**config.mk**
```make
export PLATFORM = sky130hd
export DESIGN_NAME = csa_stream_accumulator_flat
export DESIGN_NICKNAME = d
export VERILOG_FILES = /design/src/rtl/csa_stream_accumulator_if.sv /design/src/rtl/csa_stream_accumulator.sv /design/src/flat_wrapper.sv
export SDC_FILE = /design/constraint.sdc
export NUM_CORES = 1
export LEC_CHECK = 0
export BUFFER_PORTS_ARGS = -buffer_cell sky130_fd_sc_hd__buf_2
export CORE_MARGIN = 5
export CORE_UTILIZATION = 36
export DETAILED_ROUTE_END_ITERATION = 12
export PLACE_DENSITY = 0.58
export SYNTH_ARGS = -nofsm -noshare
export SYNTH_HDL_FRONTEND = slang
export SYNTH_SLANG_ARGS = --single-unit
```
**constraint.sdc**
```tcl
create_clock -name clk -period 2.95 [get_ports clk]
set_input_delay 0.1475 -clock clk [delete_from_list [all_inputs] [get_ports clk]]
set_output_delay 0.1475 -clock clk [all_outputs]
set_load 0.02 [all_outputs]
```
**src/rtl/csa_stream_accumulator_if.sv**
```systemverilog
// Operand/result handshake bundle for csa_stream_accumulator.
// The master side feeds operands and consumes results; the slave side is the accumulator.
interface csa_stream_accumulator_if #(
  parameter int WIDTH   = 8,
  parameter int MAX_OPS = 16
);
  localparam int OUT_W = WIDTH + $clog2(MAX_OPS);
  localparam int CNT_W = $clog2(MAX_OPS + 1);

  logic             in_valid;
  logic             in_ready;
  logic [WIDTH-1:0] in_data;
  logic             in_last;
  logic             out_valid;
  logic             out_ready;
  logic [OUT_W-1:0] out_sum;
  logic [CNT_W-1:0] out_count;
  logic             out_overflow;

  modport master (
    output in_valid, in_data, in_last, out_ready,
    input  in_ready, out_valid, out_sum, out_count, out_overflow
  );

  modport slave (
    input  in_valid, in_data, in_last, out_ready,
    output in_ready, out_valid, out_sum, out_count, out_overflow
  );
endinterface

```
**src/rtl/csa_stream_accumulator.sv**
```systemverilog
// Streaming multi-operand accumulator: carry-save folding of one operand per cycle,
// then a chunked ripple adder resolves the (sum, carry) pair CHUNK bits per cycle.
module csa_stream_accumulator #(
  parameter int WIDTH   = 8,
  parameter int MAX_OPS = 16,
  parameter int CHUNK   = 4
) (
  input  logic clk,
  input  logic rst,
  csa_stream_accumulator_if.slave io
);
  localparam int OUT_W = WIDTH + $clog2(MAX_OPS);
  localparam int CNT_W = $clog2(MAX_OPS + 1);
  localparam int R     = (OUT_W + CHUNK - 1) / CHUNK;
  localparam int PAD_W = R * CHUNK;
  localparam int K_W   = (R > 1) ? $clog2(R) : 1;

  typedef enum logic [1:0] {ACCUM, RESOLVE, OUTPUT} state_e;

  state_e           state_q, state_d;
  logic [OUT_W-1:0] s_q, s_d, c_q, c_d, x;
  logic [PAD_W-1:0] res_q, res_d, s_pad, c_pad;
  logic [CNT_W-1:0] cnt_q, cnt_d;
  logic             ovf_q, ovf_d;
  logic [K_W-1:0]   k_q, k_d;
  logic             cin_q, cin_d;
  logic [CHUNK:0]   chunk_sum;
  logic             accept, deliver;

  function automatic logic [CNT_W-1:0] sat_inc(input logic [CNT_W-1:0] v);
    return (v == CNT_W'(MAX_OPS)) ? v : v + CNT_W'(1);
  endfunction

  always_ff @(posedge clk) begin
    if (rst) state_q <= ACCUM;
    else     state_q <= state_d;
  end

  always_comb begin
    state_d = state_q;
    case (state_q)
      ACCUM:   if (accept && io.in_last) state_d = RESOLVE;
      RESOLVE: if (k_q == K_W'(R - 1))   state_d = OUTPUT;
      OUTPUT:  if (deliver)              state_d = ACCUM;
      default:                           state_d = ACCUM;
    endcase
  end

  always_comb begin
    io.in_ready  = (state_q == ACCUM);
    io.out_valid = (state_q == OUTPUT);
  end

  assign accept          = io.in_valid && io.in_ready;
  assign deliver         = io.out_valid && io.out_ready;
  assign io.out_sum      = res_q[OUT_W-1:0];
  assign io.out_count    = cnt_q;
  assign io.out_overflow = ovf_q;

  // Accumulate stage: 3:2 compression, no carry propagation
  assign x     = OUT_W'(io.in_data);
  assign s_pad = PAD_W'(s_q);
  assign c_pad = PAD_W'(c_q);

  // Resolve stage: one CHUNK-wide slice of S + C per cycle, carry rippled through cin_q
  assign chunk_sum = {1'b0, s_pad[k_q*CHUNK +: CHUNK]}
                   + {1'b0, c_pad[k_q*CHUNK +: CHUNK]}
                   + {{CHUNK{1'b0}}, cin_q};

  always_comb begin
    s_d   = s_q;
    c_d   = c_q;
    res_d = res_q;
    cnt_d = cnt_q;
    ovf_d = ovf_q;
    k_d   = k_q;
    cin_d = cin_q;
    case (state_q)
      ACCUM: begin
        if (accept) begin
          s_d   = s_q ^ c_q ^ x;
          c_d   = ((s_q & c_q) | (s_q & x) | (c_q & x)) << 1;
          cnt_d = sat_inc(cnt_q);
          ovf_d = ovf_q | (cnt_q == CNT_W'(MAX_OPS));
          if (io.in_last) begin
            k_d   = '0;
            cin_d = 1'b0;
          end
        end
      end
      RESOLVE: begin
        res_d[k_q*CHUNK +: CHUNK] = chunk_sum[CHUNK-1:0];
        cin_d = chunk_sum[CHUNK];
        k_d   = k_q + K_W'(1);
      end
      OUTPUT: begin
        if (deliver) begin
          s_d   = '0;
          c_d   = '0;
          cnt_d = '0;
          ovf_d = 1'b0;
          k_d   = '0;
          cin_d = 1'b0;
        end
      end
      default: ;
    endcase
  end

  // Register boundary: everything clears on reset so a partial group is discarded
  always_ff @(posedge clk) begin
    if (rst) begin
      s_q   <= '0;
      c_q   <= '0;
      res_q <= '0;
      cnt_q <= '0;
      ovf_q <= 1'b0;
      k_q   <= '0;
      cin_q <= 1'b0;
    end else begin
      s_q   <= s_d;
      c_q   <= c_d;
      res_q <= res_d;
      cnt_q <= cnt_d;
      ovf_q <= ovf_d;
      k_q   <= k_d;
      cin_q <= cin_d;
    end
  end
endmodule

```
**src/flat_wrapper.sv**
```systemverilog
// flat-port wrapper written by rule: the top's interface ports become plain ports
module csa_stream_accumulator_flat 
#(
  parameter int WIDTH   = 8,
  parameter int MAX_OPS = 16,
  parameter int CHUNK   = 4
)
  (clk, rst, io_in_valid, io_in_data, io_in_last, io_out_ready, io_in_ready, io_out_valid, io_out_sum, io_out_count, io_out_overflow);
  csa_stream_accumulator_if #(.WIDTH(WIDTH), .MAX_OPS(MAX_OPS)) io_i ();
  input  logic clk;
  input  logic rst;
  input wire logic [$bits(io_i.in_valid)-1:0] io_in_valid;
  input wire logic [$bits(io_i.in_data)-1:0] io_in_data;
  input wire logic [$bits(io_i.in_last)-1:0] io_in_last;
  input wire logic [$bits(io_i.out_ready)-1:0] io_out_ready;
  output wire logic [$bits(io_i.in_ready)-1:0] io_in_ready;
  output wire logic [$bits(io_i.out_valid)-1:0] io_out_valid;
  output wire logic [$bits(io_i.out_sum)-1:0] io_out_sum;
  output wire logic [$bits(io_i.out_count)-1:0] io_out_count;
  output wire logic [$bits(io_i.out_overflow)-1:0] io_out_overflow;
  assign io_i.in_valid = io_in_valid;
  assign io_i.in_data = io_in_data;
  assign io_i.in_last = io_in_last;
  assign io_i.out_ready = io_out_ready;
  assign io_in_ready = io_i.in_ready;
  assign io_out_valid = io_i.out_valid;
  assign io_out_sum = io_i.out_sum;
  assign io_out_count = io_i.out_count;
  assign io_out_overflow = io_i.out_overflow;
  csa_stream_accumulator #(.WIDTH(WIDTH), .MAX_OPS(MAX_OPS), .CHUNK(CHUNK)) u_core (.clk(clk), .rst(rst), .io(io_i));
endmodule
```
==> results of run 1 <==
==> flip-flops by register name, summed over array words and instances, names as in the netlist <==
| name | cells |
|---|---|
| u_core.state_q | 2 |
| u_core.s_pad | 12 |
| u_core.k_q | 2 |
| u_core.io.out_sum | 12 |
| u_core.cin_q | 1 |
| u_core.io.out_count | 5 |
| u_core.io.out_overflow | 1 |
| u_core.c_pad | 11 |
==> cells by family after synthesis <==
family,Yosys count,share of synthesized area
compound gates,55,0.1659
xor+xnor,6,0.02278
fa+ha+maj,23,0.1540
buf+inv,24,0.04393
flops,46,0.3991
mux,10,0.04339
simple gates,81,0.1708
==> layout by cell type (no fill, tap or decap), types with 2 or more instances in the layout <==
master / count
nand4_1: 2
buf_2: 32
buf_4: 4
ha_1: 14
fa_1: 9
inv_1: 10
nand2b_1: 2
nand2_1: 13
clkbuf_1: 2
dfxtp_1: 46
a22oi_1: 36
clkbuf_8: 5
xor2_1: 6
a21oi_1: 9
nor4b_4: 2
mux2i_1: 10
nor2_1: 52
o22ai_1: 5
o21ai_0: 2
==> worst min-delay path, delay by kind of cell <==
family	cells	cell delay, ns
buffers and inverters	1	0.10
AND/OR/NAND/NOR	1	0.07
AO/OA/AOI/OAI	1	0.06
==> power groups by stage <==
stage / Sequential [mW] / Combinational [mW] / Clock [mW]
floorplan: 0.675 / 0.126 / 0
global placement: 0.678 / 0.169 / 0
detailed placement: 0.678 / 0.171 / 0
CTS: 0.663 / 0.173 / 0.480
global route: 0.666 / 0.194 / 0.511
finish: 0.663 / 0.170 / 0.464
==> per-stage QoR <==
stage          worst slack (ns)  hold slack (ns)  utilization  cell area (um2)
3_5_place_dp             0.6439           0.4279       0.4030             2530
4_1_cts                  0.6247           0.1070       0.4200             2636
5_1_grt                  0.3721           0.1074       0.4200             2636
2_1_floorplan            0.7640           0.2958            -             2307
3_3_place_gp             0.6936           0.4223       0.4030             2530
6_report                 0.6413           0.1098       0.4200             2636
==> layer usage <==
layer	track usage	share of wire	vias up
li1	-	-	908
met1	0.1625	0.49	846
met3	0.04090	0.042	6
met4	0.04467	0.015	0
met2	0.1970	0.46	31
met5	0	0	-
==> cell type report <==
type                    instances  area share
multi-input cells             175      0.4874
flip-flops and latches         46      0.3493
repair buffers                 36     0.07214
well taps                      77     0.03654
clock buffers                   7     0.02895
inverters                      10     0.01424
clock inverters                 1     0.01139
==> worst max-delay path by stage <==
stage	slack, ns	end	from	cells after the start
final	0.64	u_core.io.out_sum[9]	u_core.k_q[0]	8
after global routing	0.37	u_core.io.out_sum[7]	u_core.k_q[0]	9
after CTS	0.62	u_core.io.out_sum[9]	u_core.k_q[0]	8
after detailed placement	0.64	u_core.io.out_sum[9]	u_core.k_q[0]	8
after global placement	0.69	u_core.io.out_sum[9]	u_core.k_q[0]	8
after floorplan	0.76	u_core.io.out_sum[10]	u_core.k_q[0]	10
==> results.yml, run 1 <==
outcome:
  outcome: "completed"
timing:
  slew_headroom: 0.4464
  fmaxAchievable_mhz: 433.1
  tns_ns: 0
  hold_violations: 0
  worstMarginPinSlew_ns: 0.8304
  finalCritPeriodShare: 0.7826
  setup_violations: 0
  rsz0062_at_grt: "false"
  clock_skew_ns: 0.01107
  fin_crit_ns: 2.309
  maxSlewViolCount: 0
place:
  gp_congestion: 0.8037
  place_inst: 344
  port_buffers: 32
  dp_hpwl_um: 3502
synth:
  yosysMostFrequentCell: "nor2_1"
  synth_common_cells: "52 x nor2_1, 46 x dfxtp_1, 36 x a22oi_1, 14 x ha_1, 13 x nand2_1"
  avgSynthCellArea_um2: 9.417
  yosysTopAreaCell: "dfxtp_1"
  synth_edf_count: 0
  yosys_warnings: 0
  synth_top_area_frac: 0.3991
  synth_cell_type_count: 32
  synthArstFlopShare: 0
  synth_area_um2: 2307
  synth_flop_cell: "dfxtp_1"
  syn_nets: 281
  yosys_register_bits: 46
  yosysSeqAreaShare: 0.3991
  synthCells: 245
  synth.area.top_cells: "dfxtp_1 40%, a22oi_1 12%, nor2_1 8.5%, fa_1 7.8%, ha_1 7.6%"
detailed_routing:
  wl_per_cell_um: 13.67
  postRouteAntennaNets: 0
  drc: 0
  vias: 1791
  drt_wl_total_um: 4811
  drtIter0Drc: 58
  dr.pass1.iters: 4
  via_per_inst: 5.088
critical_path:
  max_stage_delay_ns: 0.53
  path_max_fanout: 9
  path_common_cell: "fa_1"
  r2r_setup_slack_ns: 0.64
  slowest_stage: "dfxtp_1"
  critPathTopFamily: "adder cells"
  reg2reg_depth: 8
  crit_chain: "buf_4 > and3_1 > a21oi_1 > fa_1 > inv_1 > fa_1 > a22oi_1 > nor2_1"
  timing.rr.start: "u_core.k_q[0]"
  worstReg2RegEnd: "u_core.io.out_sum[9]"
  startpoint_type: "flop"
  crit_required_ns: 3.12
  cp_num_buf_inv: 2
  path_class: "reg -> reg"
  arrival_ns: 2.48
  end_kind: "flop"
floorplan:
  die-height_um: 90.06
  io_pins: 33
  coreArea_um2: 6277
  start_util: 0.3676
  die_w_um: 90.06
  dieArea_um2: 8110
  fp-row-count: 29
pwr:
  p_switching_mw: 0.3354
  ir_drop_mv: 0.2172
  power.total_mw: 1.297
  pwr-share-comb: 0.131
  p_per_area_nw_per_um2: 492.0
  power_switching_share: 0.2586
  p_int_mw: 0.9615
  leakage_nw: 1.127
  clkPwrFrac: 0.358
  p_seq_frac: 0.511
worst_hold_path:
  min_from: "io_in_last"
  min_path_type: "in -> reg"
  whs_path_depth: 3
  hold_end: "u_core.state_q[0]"
final_layout:
  area_growth_pct: 14.26
  stdcell_count: 352
  fillerInstances: 641
  antenna_cells: 0
  multi_input_area_um2: 1285
  final_nets: 310
  regArea_um2: 920.9
  drive_above_1_share: 0.1745
grt:
  grt_pass1_wl_um: 8404
  grt_pass1_vias: 1781
  grt_use_total: 0.1260
  grt_max_degree: 43
  antenna_found_initial: 0
  overflow: 0
clock_tree:
  cts_made_buffers: 5
  post_cts_buffers: 0
  cts.clk_slew.worst_paths_ns: 0.09
  htreeDepth: 2
  cts_sinks: 46
  cts_hold_buf: 0
  cts_root_buf: "clkbuf_8"
  cts_resized: 0
  clkLatencyLatePin_ns: 0.30
  clock_path_buffers: 2
  tritoncts: "done"
flow_run:
  cap_violations: 0
Power figures use the tool's default switching activity.
==> run 2, diff against run 1 <==
Clock period 2.95 ns to 2.15 ns, I/O delays scaled along.
==> run 2 against run 1 <==
Effect of this change:
- utilization rose by 1.3 points
- cell count rose by 2.0%
- register-to-register slack got worse by 0.52 ns
- first-iteration DRC count rose by 22%
- total power rose by 33%
- largest cell class unchanged
- highest routed layer unchanged
- clock power rose by 22%
- wire length rose by 2.6%
- critical path type unchanged
==> results.yml, run 2 (synthesis results as in run 1) <==
outcome:
  outcome: "completed"
final_layout:
  final_nets: 317
  area_growth_pct: 17.68
  antenna_cells: 0
  stdcell_count: 359
  drive_above_1_share: 0.2270
  final_common_cell: "nor2_1"
  layout_common_cells: "52 x nor2_1, 45 x dfxtp_1, 36 x a22oi_1, 32 x buf_2, 14 x ha_1"
  final_util: 0.4325
  design_area_um2: 2715
place:
  place_area_um2: 2582
  gp_congestion: 0.7842
  place_ws_ns: -0.01228
  port_buffers: 32
  dp_hpwl_um: 3655
  place_inst: 351
pwr:
  clkPwrFrac: 0.326
  p_seq_frac: 0.525
  p_per_area_nw_per_um2: 637.2
  p_int_mw: 1.247
  pwr-share-comb: 0.148
  p_switching_mw: 0.4831
  power.total_mw: 1.730
  leakage_nw: 1.162
  power_switching_share: 0.2792
  ir_drop_mv: 0.2677
critical_path:
  arrival_ns: 2.21
  cp_num_buf_inv: 1
  path_max_fanout: 8
  slowest_stage: "dfxtp_4"
  timing.rr.start: "u_core.k_q[0]"
  startpoint_type: "flop"
  path_common_cell: "nor2_1"
  max_stage_delay_ns: 0.40
  critPathTopFamily: "adder cells"
  critical_path.startpoint: "u_core.k_q[0]"
  crit_chain: "mux2i_1 > nor2_1 > a31oi_1 > fa_1 > inv_1 > fa_2 > xor2_2 > a22oi_1 > nor2_1"
  crit_required_ns: 2.33
  end_kind: "flop"
  worstReg2RegEnd: "u_core.io.out_sum[10]"
  path_class: "reg -> reg"
  reg2reg_depth: 9
  r2r_setup_slack_ns: 0.12
detailed_routing:
  postRouteAntennaNets: 0
  drt_wl_total_um: 4934
  via_per_inst: 5.014
  vias: 1800
  dr.pass1.iters: 4
  wl_per_cell_um: 13.74
  drtIter0Drc: 71
  drc: 0
floorplan:
  die-height_um: 90.06
  io_pins: 33
  start_util: 0.3676
  dieArea_um2: 8110
  fp-row-count: 29
  die_w_um: 90.06
  coreArea_um2: 6277
timing:
  hold_violations: 0
  fmaxAchievable_mhz: 491.8
  finalCritPeriodShare: 0.9457
  worstMarginPinSlew_ns: 0.6253
  maxSlewViolCount: 0
  worst_slack_ns: 0.1167
  setup_violations: 0
  fin_crit_ns: 2.033
  slew_headroom: 0.5832
  clock_skew_ns: 0.01096
clock_tree:
  clock_path_buffers: 2
  post_cts_buffers: 0
  htreeDepth: 2
  tritoncts: "done"
  cts_root_buf: "clkbuf_8"
  cts_sinks: 46
  clkLatencyLatePin_ns: 0.30
  cts_made_buffers: 5
  cts.clk_slew.worst_paths_ns: 0.09
grt:
  antenna_found_initial: 0
  grt_pass1_vias: 1830
  grt_use_total: 0.1270
  grt_pass1_wl_um: 8611
  overflow: 0
  grt_max_degree: 33
worst_hold_path:
  whs_path_depth: 3
  hold_end: "u_core.state_q[0]"
  min_path_type: "in -> reg"
  min_from: "io_in_last"
flow_run:
  cap_violations: 0
run 2: area by class of cell:
cell class	instances	area, um2
multi-input combinational	175	1315
inverter	10	37.54
fill	636	3562
timing repair buffer	43	246.5
tap	77	96.34
clock inverter	2	12.51
sequential	46	924.6
clock buffer	6	82.58
run 2: power by group through the flow:
| stage | registers, mW | clock network, mW | logic (mW) |
|---|---|---|---|
| finish | 0.909 | 0.565 | 0.256 |
| global route | 0.914 | 0.611 | 0.293 |
| CTS | 0.910 | 0.582 | 0.254 |
| detailed placement | 0.929 | 0 | 0.252 |
| global placement | 0.929 | 0 | 0.249 |
| floorplan | 0.926 | 0 | 0.174 |
run 2: metrics by stage:
step / setup TNS (ns) / hold WS (ns)
2_1_floorplan: 0 / 0.2558
3_3_place_gp: 0 / 0.3814
3_5_place_dp: -0.01590 / 0.3821
4_1_cts: 0 / 0.06042
5_1_grt: -0.02645 / 0.07036
6_report: 0 / 0.06194
run 2: worst register-to-register path, cell delays in order (launching register included):
cell	delay, ns
dfxtp_4	0.40
mux2i_1	0.19
nor2_1	0.05
a31oi_1	0.17
fa_1	0.21
inv_1	0.06
fa_2	0.37
xor2_2	0.21
a22oi_1	0.19
nor2_1	0.05
run 2: how the worst max path moves through the flow:
stage,to,slack [ns],cells after the start
3_3_place_gp,u_core.io.out_sum[10],0.07,9
6_report,u_core.io.out_sum[10],0.12,9
3_5_place_dp,u_core.io.out_sum[10],-0.01,9
2_1_floorplan,u_core.io.out_sum[10],0.02,10
5_1_grt,u_core.io.out_sum[10],-0.03,9
4_1_cts,u_core.io.out_sum[10],0.07,9
run 2: routing by layer:
layer | up-vias | GRT usage | share of wire
li1 | 920 | - | -
met4 | 0 | 0.04094 | 0.013
met2 | 29 | 0.2049 | 0.47
met3 | 8 | 0.03756 | 0.051
met5 | - | 0 | 0
met1 | 843 | 0.1626 | 0.46
run 2: repair_timing:
item                                    CTS  global route
endpoints found under the setup margin    4             7
hold buffers                              0             0
gates resized for setup                   1             8
